**src/rtl/board_cover_grid.sv**
```systemverilog
// Cover-state grid (00 covered, 01 opened, 10 flagged) with cursor updates and a combinational read port.
// Latency: cursor writes land on the next clk edge; cell_val is combinational; opened_cell is one cycle after the opening edge.
// No backpressure: one request per cycle is always accepted. Optional macro COVER_REVEAL_ALL_EN adds reveal_all.
module board_cover_grid #(
    parameter int X_SIZE       = 16,
    parameter int Y_SIZE       = 16,
    parameter int X_COORD_BITS = 4,
    parameter int Y_COORD_BITS = 4
) (
    input  logic                    clk,
    input  logic                    reset,
    input  logic                    flag,
    input  logic                    open,
`ifdef COVER_REVEAL_ALL_EN
    input  logic                    reveal_all,
`endif
    input  logic [X_COORD_BITS-1:0] x_coord,
    input  logic [Y_COORD_BITS-1:0] y_coord,
    input  logic [X_COORD_BITS-1:0] x_pos,
    input  logic [Y_COORD_BITS-1:0] y_pos,
    output logic [1:0]              cell_val,
    output logic                    opened_cell
);

    localparam int CELLS    = X_SIZE * Y_SIZE;
    localparam int IDX_BITS = (CELLS > 1) ? $clog2(CELLS) : 1;

    localparam logic [1:0] COVERED = 2'b00;
    localparam logic [1:0] OPENED  = 2'b01;
    localparam logic [1:0] FLAGGED = 2'b10;

    logic [1:0]          grid [CELLS];
    logic                wr_ok;
    logic                rd_ok;
    logic [IDX_BITS-1:0] wr_idx;
    logic [IDX_BITS-1:0] rd_idx;
    logic [1:0]          cur;

    // Address decode for cursor and scan positions; out-of-range reads return covered.
    always_comb begin
        wr_ok    = (int'(x_pos) < X_SIZE) && (int'(y_pos) < Y_SIZE);
        rd_ok    = (int'(x_coord) < X_SIZE) && (int'(y_coord) < Y_SIZE);
        wr_idx   = IDX_BITS'(int'(y_pos) * X_SIZE + int'(x_pos));
        rd_idx   = IDX_BITS'(int'(y_coord) * X_SIZE + int'(x_coord));
        cur      = wr_ok ? grid[wr_idx] : COVERED;
        cell_val = rd_ok ? grid[rd_idx] : COVERED;
    end

    // Grid state and opened pulse: reset clears, otherwise only the cursor cell may change.
    always_ff @(posedge clk) begin
        opened_cell <= 1'b0;
        if (reset) begin
            for (int i = 0; i < CELLS; i++) begin
                grid[i] <= COVERED;
            end
`ifdef COVER_REVEAL_ALL_EN
        end else if (reveal_all) begin
            // Reveal everything not yet opened, flags included; no pulse so win counting is untouched.
            for (int i = 0; i < CELLS; i++) begin
                if (grid[i] != OPENED) begin
                    grid[i] <= OPENED;
                end
            end
`endif
        end else if (wr_ok && (open ^ flag)) begin
            if (open) begin
                // Only a covered cell opens, so a held open pulses once.
                if (cur == COVERED) begin
                    grid[wr_idx] <= OPENED;
                    opened_cell  <= 1'b1;
                end
            end else begin
                // Flag toggles covered/flagged; opened cells are terminal.
                if (cur == COVERED) begin
                    grid[wr_idx] <= FLAGGED;
                end else if (cur == FLAGGED) begin
                    grid[wr_idx] <= COVERED;
                end
            end
        end
    end

endmodule

```
**config.mk**
```make
export PLATFORM = sky130hd
export DESIGN_NAME = board_cover_grid
export DESIGN_NICKNAME = d
export VERILOG_FILES = /design/src/rtl/board_cover_grid.sv
export SDC_FILE = /design/constraint.sdc
export NUM_CORES = 1
export LEC_CHECK = 0
export BUFFER_PORTS_ARGS = -buffer_cell sky130_fd_sc_hd__clkbuf_2
export CAP_MARGIN = 25
export CORE_MARGIN = 1.5
export CORE_UTILIZATION = 50
export DETAILED_ROUTE_END_ITERATION = 12
export PLACE_DENSITY = 0.74
export SLEW_MARGIN = 20
export SYNTH_ARGS = -nofsm -noshare
export SYNTH_HDL_FRONTEND = slang
export SYNTH_SLANG_ARGS = --single-unit
```
**constraint.sdc**
```tcl
create_clock -name clk -period 6.9 [get_ports clk]
set_input_delay 2.07 -clock clk [delete_from_list [all_inputs] [get_ports clk]]
set_output_delay 2.07 -clock clk [all_outputs]
set_load 0.005 [all_outputs]
```
==> results.py, run 1 <==
metrics = {
    "outcome": {
        "status": "complete, no violations",
    },
    "final_layout": {
        "final_common_cell": "edfxtp_1",
        "instances_no_fill": 2898,
        "num-fill-cells": 4650,
        "utilization_pct": 54.9,
        "fin_nets": 2102,
        "drive_above_1_share_pct": 25.4,
        "area_delta_synth_final_pct": 8.85,
        "final_cell_mix": "edfxtp_1, nor2_1, mux4_2, nor3_1, o21bai_1",
    },
    "pwr": {
        "p_per_area_nw_per_um2": 229,
        "clkPwrFrac_pct": 39.7,
        "p_comb_share_pct": 11.5,
        "pwr-share-seq_pct": 48.9,
        "p_leak_nw": 10.3,
        "p_sw_w": 0.00177,
        "internal_power_w": 0.00561,
        "ir_drop_mv": 0.185,
        "sw_frac_of_total_pct": 24.0,
    },
    "global_route": {
        "track_usage_pct": 29.4,
        "grt_overflow_total": 0,
        "antenna_found_initial": 2,
        "grt_start_max_net_pins": 96,
        "grt_pass1_vias": 20552,
        "grt_pass1_wl_microns": 132000,
    },
    "critical_path": {
        "critical_path.cell_chain": "clkbuf_16 -> buf_6 -> buf_12 -> mux4_2 -> mux4_2 -> mux4_2 -> mux4_2 -> clkbuf_2",
        "worstReg2RegStart": "grid[251][1]",
        "cp_max_fo": 9,
        "r2r_cells": 8,
        "path_delay_family": "multiplexers",
        "crit_type": "input pin to output port",
        "critPathSlowestCell": "mux4_2",
        "cp-endpoint": "cell_val[0]",
        "r2r_slack_ps": 2660,
        "cp-end-kind": "output port",
        "max_stage_delay_ps": 540,
        "critPathBufInv": 4,
        "critPathRequiredTime_ps": 4830,
        "crit_path_frequent_cell": "mux4_2",
        "crit_start": "x_coord[0]",
        "rr_endpoint": "grid[247][1]",
        "crit_cells": 8,
        "cp-start-kind": "input pin",
        "arrival_ps": 4790,
    },
    "clock_network": {
        "cts.sinks": 513,
        "cts_made_buffers": 53,
        "htree_levels": 2,
        "cts.path.max_buffers": 3,
        "holdBufCountCts": 0,
        "clk_pin_slew_worst_paths_ps": 60,
        "cts_tree": "done",
        "cts-root-buf": "clkbuf_16",
        "clk_latency_ps": 620,
    },
    "route": {
        "wirelength_microns": 87700,
        "dr_total_vias": 20622,
        "drtPass1Iterations": 5,
        "drt-vias-per-instance": 7.12,
        "wl_per_cell_microns": 30.3,
        "initialDrtViolationCount": 3518,
        "drcViolationCount": 0,
        "ant_nets": 0,
    },
    "logic_synthesis": {
        "synthCells": 2189,
        "yosysWarnings": 0,
        "avgSynthCellArea_sq_um": 13.5,
        "synth-seq-cells": 513,
        "syn_nets": 2209,
        "synthFlopType": "edfxtp_1",
        "ys_async_sr_fraction_pct": 0,
        "synth_cell_types": 59,
        "synth_area_sq_um": 29600,
        "synth_edf_count": 512,
        "yosysSeqAreaShare_pct": 51.9,
    },
    "sta": {
        "fin_skew_ps": 23.3,
        "period_minus_slack_ps": 6860,
        "hold_viol_final": 0,
        "period_share_pct": 99.4,
        "worstMarginPinSlew_ps": 987,
        "fin_tns_setup_ps": 0,
        "fmax_mhz": 146,
        "slew_headroom_pct": 34.2,
        "rsz0062_at_grt": "no",
        "drv_slew": 0,
        "finalSetupViolCount": 0,
    },
    "place": {
        "dp_cells": 2790,
        "dp_hpwl_microns": 58800,
        "numPortBuffers": 22,
        "place_congestion": 0.957,
    },
    "floorplanning": {
        "core_area_sq_um": 58800,
        "start_util_pct": 50.4,
        "dieArea_sq_um": 60700,
        "ios": 23,
        "die_x_microns": 246,
        "die_h_microns": 246,
        "std_cell_rows": 89,
    },
    "job": {
        "maxCapViolations": 0,
    },
    "hold_path": {
        "hp-class": "flip-flop to flip-flop",
    },
}
per-layer routing:
layer / track usage [%] / part of all wire [%] / up-vias
met3: 7.93 / 13 / 302
met5: 0 / 0.014 / -
met2: 44.4 / 46 / 1579
met4: 15.4 / 5.7 / 2
li1: - / - / 8395
met1: 38.9 / 35 / 10344
worst min-delay path, stage by stage (launching register included):
cell and delay (ps):
edfxtp_1 340, mux2i_1 70, nand2_1 70, nand3_1 120
a41oi_1 260, or4b_4 170, o22ai_2 160, and3_1 300
cells in the mapped netlist (all sizes together) (4+ instances only):
cell type / count / area (sq um)
and2: 5 / 31.3
buf: 173 / 997
or4: 6 / 63.8
a211oi: 5 / 37.5
clkbuf: 127 / 478
nor3: 269 / 1420
o21bai: 224 / 1760
nand2: 24 / 90.1
nor2: 280 / 1060
nand4: 9 / 56.3
edfxtp: 512 / 15400
a21oi: 10 / 50.1
mux4: 264 / 5950
o22ai: 5 / 37.5
nand2b: 14 / 87.6
nand3: 37 / 185
nor4: 5 / 52.6
a41oi: 4 / 35.0
a22oi: 46 / 345
a21o: 32 / 240
mux2i: 91 / 911
nor2b: 11 / 68.8
stage by stage:
stage	instance area [sq um]	worst slack (ps)	hold WS, ps	total power, W
after floorplan	29600	7.05	1350	0.00422
after global placement	30300	-65.7	1510	0.00446
after detailed placement	30300	-100	1530	0.00449
after CTS	32100	13.1	1540	0.00737
after global routing	32300	5.10	1660	0.00756
final	32300	40.4	1570	0.00739
cell families after synthesis:
| group | count (synthesis) | share of synthesized area, % |
|---|---|---|
| simple gates | 673 | 10.8 |
| flops | 513 | 51.9 |
| mux | 358 | 23.2 |
| compound gates | 345 | 9.01 |
| buf+inv | 300 | 4.98 |
worst min-delay path by stage:
| stage | start | endpoint | slack (ps) | cells after the start |
|---|---|---|---|---|
| 2_1_floorplan | grid[109][1] | grid[100][1] | 1350 | 8 |
| 3_3_place_gp | grid[109][1] | opened_cell | 1510 | 7 |
| 3_5_place_dp | grid[109][1] | opened_cell | 1530 | 7 |
| 4_1_cts | grid[109][1] | opened_cell | 1540 | 7 |
| 5_1_grt | grid[220][1] | opened_cell | 1660 | 7 |
| 6_report | grid[109][1] | opened_cell | 1570 | 7 |
cell type report:
type | instances | area [sq um] | area share [%]
sequential | 513 | 15400 | 47.7
clock inverter | 25 | 283 | 0.877
timing repair buffer | 138 | 1340 | 4.14
multi-input combinational | 1376 | 12800 | 39.7
tap | 773 | 967 | 3.00
antenna | 1 | 2.50 | 0.00776
clock buffer | 72 | 1460 | 4.53
registers in the layout, indices dropped and copies added, names as in the netlist:
register and cells:
opened_cell 1, grid 512
repair_timing:
item                       4_1_cts  5_1_grt
cloned                           0        1
pin swaps                        0        0
gates resized for setup          2        3
setup endpoints to repair        2        2
setup buffers                    0        4
power by group through the flow:
stage                     logic (W)  registers (W)  clock network [W]
final                      0.000847        0.00361            0.00293
after global routing       0.000883        0.00362            0.00306
after CTS                  0.000822        0.00361            0.00295
after detailed placement   0.000818        0.00367                  0
after global placement     0.000794        0.00367                  0
after floorplan            0.000595        0.00362                  0
No activity file was read; power rests on OpenSTA's default activity.
==> run 2: changes to the inputs <==
BUFFER_PORTS_ARGS = -buffer_cell sky130_fd_sc_hd__buf_4   (was -buffer_cell sky130_fd_sc_hd__clkbuf_2)
REMOVE_ABC_BUFFERS = 1   (was default)
==> results.py, run 2 (synthesis results as in run 1) <==
metrics = {
    "critical_path": {
        "cp-start-kind": "input pin",
        "crit_type": "input pin to output port",
        "critPathRequiredTime_ps": 4830,
        "arrival_ps": 4840,
        "cp-end-kind": "output port",
        "cp_max_fo": 8,
    },
    "route": {
        "initialDrtViolationCount": 3168,
        "drtPass1Iterations": 7,
        "ant_nets": 0,
        "wirelength_microns": 89200,
        "drcViolationCount": 0,
        "wl_per_cell_microns": 30.9,
        "dr_total_vias": 20880,
        "drt-vias-per-instance": 7.23,
    },
    "final_layout": {
        "finalInstanceArea_sq_um": 32300,
        "max_flop_register": "grid",
        "final_common_cell": "edfxtp_1",
        "regArea_sq_um": 15400,
        "reg_top3": "grid: 512 flops, opened_cell: 1 flops",
        "drive_above_1_share_pct": 25.3,
        "n_antenna_cell": 0,
        "final_cell_mix": "edfxtp_1, nor2_1, mux4_2, nor3_1, o21bai_1",
        "largest_reg_flops": 512,
        "fin_nets": 2098,
        "multiInputGateArea_sq_um": 12800,
        "area_delta_synth_final_pct": 8.96,
        "num-fill-cells": 4601,
    },
    "place": {
        "dp_hpwl_microns": 59200,
        "numPortBuffers": 22,
        "placed_area_sq_um": 30300,
        "place_congestion": 1.01,
    },
    "sta": {
        "drv_slew": 0,
        "setup_ws_ps": -13.0,
        "slew_headroom_pct": 31.7,
        "period_minus_slack_ps": 6910,
        "fmax_mhz": 145,
        "fin_skew_ps": 23.4,
        "hold_viol_final": 0,
        "rsz0062_at_grt": "yes",
        "worstMarginPinSlew_ps": 1020,
        "period_share_pct": 100,
        "finalSetupViolCount": 1,
    },
    "hold_path": {
        "hp-class": "flip-flop to flip-flop",
    },
    "pwr": {
        "power_w": 0.00729,
        "ir_drop_mv": 0.183,
        "p_per_area_nw_per_um2": 226,
        "p_leak_nw": 10.3,
    },
    "clock_network": {
        "cts_made_buffers": 52,
        "clk_latency_ps": 610,
        "holdBufCountCts": 0,
        "cts.path.max_buffers": 3,
        "cts-root-buf": "clkbuf_16",
        "clk_pin_slew_worst_paths_ps": 60,
        "htree_levels": 2,
        "cts_tree": "done",
        "cts.sinks": 513,
    },
    "floorplanning": {
        "std_cell_rows": 89,
        "core_area_sq_um": 58800,
        "die_x_microns": 246,
        "ios": 23,
        "dieArea_sq_um": 60700,
        "die_h_microns": 246,
        "start_util_pct": 50.4,
    },
    "job": {
        "maxCapViolations": 0,
    },
    "global_route": {
        "grt_overflow_total": 0,
        "track_usage_pct": 29.3,
        "grt_start_max_net_pins": 102,
        "antenna_found_initial": 1,
        "grt_pass1_wl_microns": 131000,
        "grt_pass1_vias": 20518,
    },
    "outcome": {
        "violations": "negative setup slack",
        "status": "finished, violations left",
    },
}
-- run 2: report_power, final --
part	switching [W]	leakage, nW	internal [W]
combinational	0.000473	4.29	0.000396
clock	0.00123	0.793	0.00158
sequential	0.0000830	5.27	0.00353
-- run 2: area by class of cell --
type                    count  share of cell area [%]
repair buffers            135                    4.55
clock buffers              66                    4.32
multi-input cells        1376                    39.7
clock inverters            26                   0.775
flip-flops and latches    513                    47.7
well taps                 773                    2.99
-- run 2: layer usage --
layer,global-route usage [%],wire length (microns)
met5,0,15
met4,15.6,5340
met3,7.03,11700
met2,45.8,41400
met1,38.0,30700
-- run 2: worst paths after layout --
path | start | endpoint | slack (ps) | cells past startpoint
setup / recovery | x_coord[0] | cell_val[0] | -10 | 8
hold / removal | grid[30][0] | grid[142][0] | 1580 | 7
setup reg to reg | grid[243][1] | grid[202][1] | 2700 | 9
hold reg to reg | grid[30][0] | grid[142][0] | 1580 | 7
-- run 2: per-stage QoR --
stage | std cells | hold WS, ps | TNS [ps] | setup slack (ps) | util [%]
after floorplan | 1889 | 1280 | -292010 | -1080 | -
after global placement | 2779 | 1530 | -105 | -52.6 | 51.4
after detailed placement | 2780 | 1520 | -118 | -65.2 | 51.5
after CTS | 2873 | 1550 | 0 | 9.13 | 54.3
after global routing | 2889 | 1620 | -37.4 | -22.4 | 54.9
final | 2889 | 1580 | -13.0 | -13.0 | 54.9
-- run 2: critical path, stage by stage --
cell	delay (ps)
clkbuf_16	140
buf_16	180
buf_16	160
mux4_2	520
mux4_2	520
mux4_2	530
mux4_2	570
buf_6	150
-- run 2: repair_timing --
item                                    4_1_cts  5_1_grt
endpoints found under the setup margin        2        2
gates cloned                                  1        4
buffers inserted                              0        6
gates resized for setup                       3        9
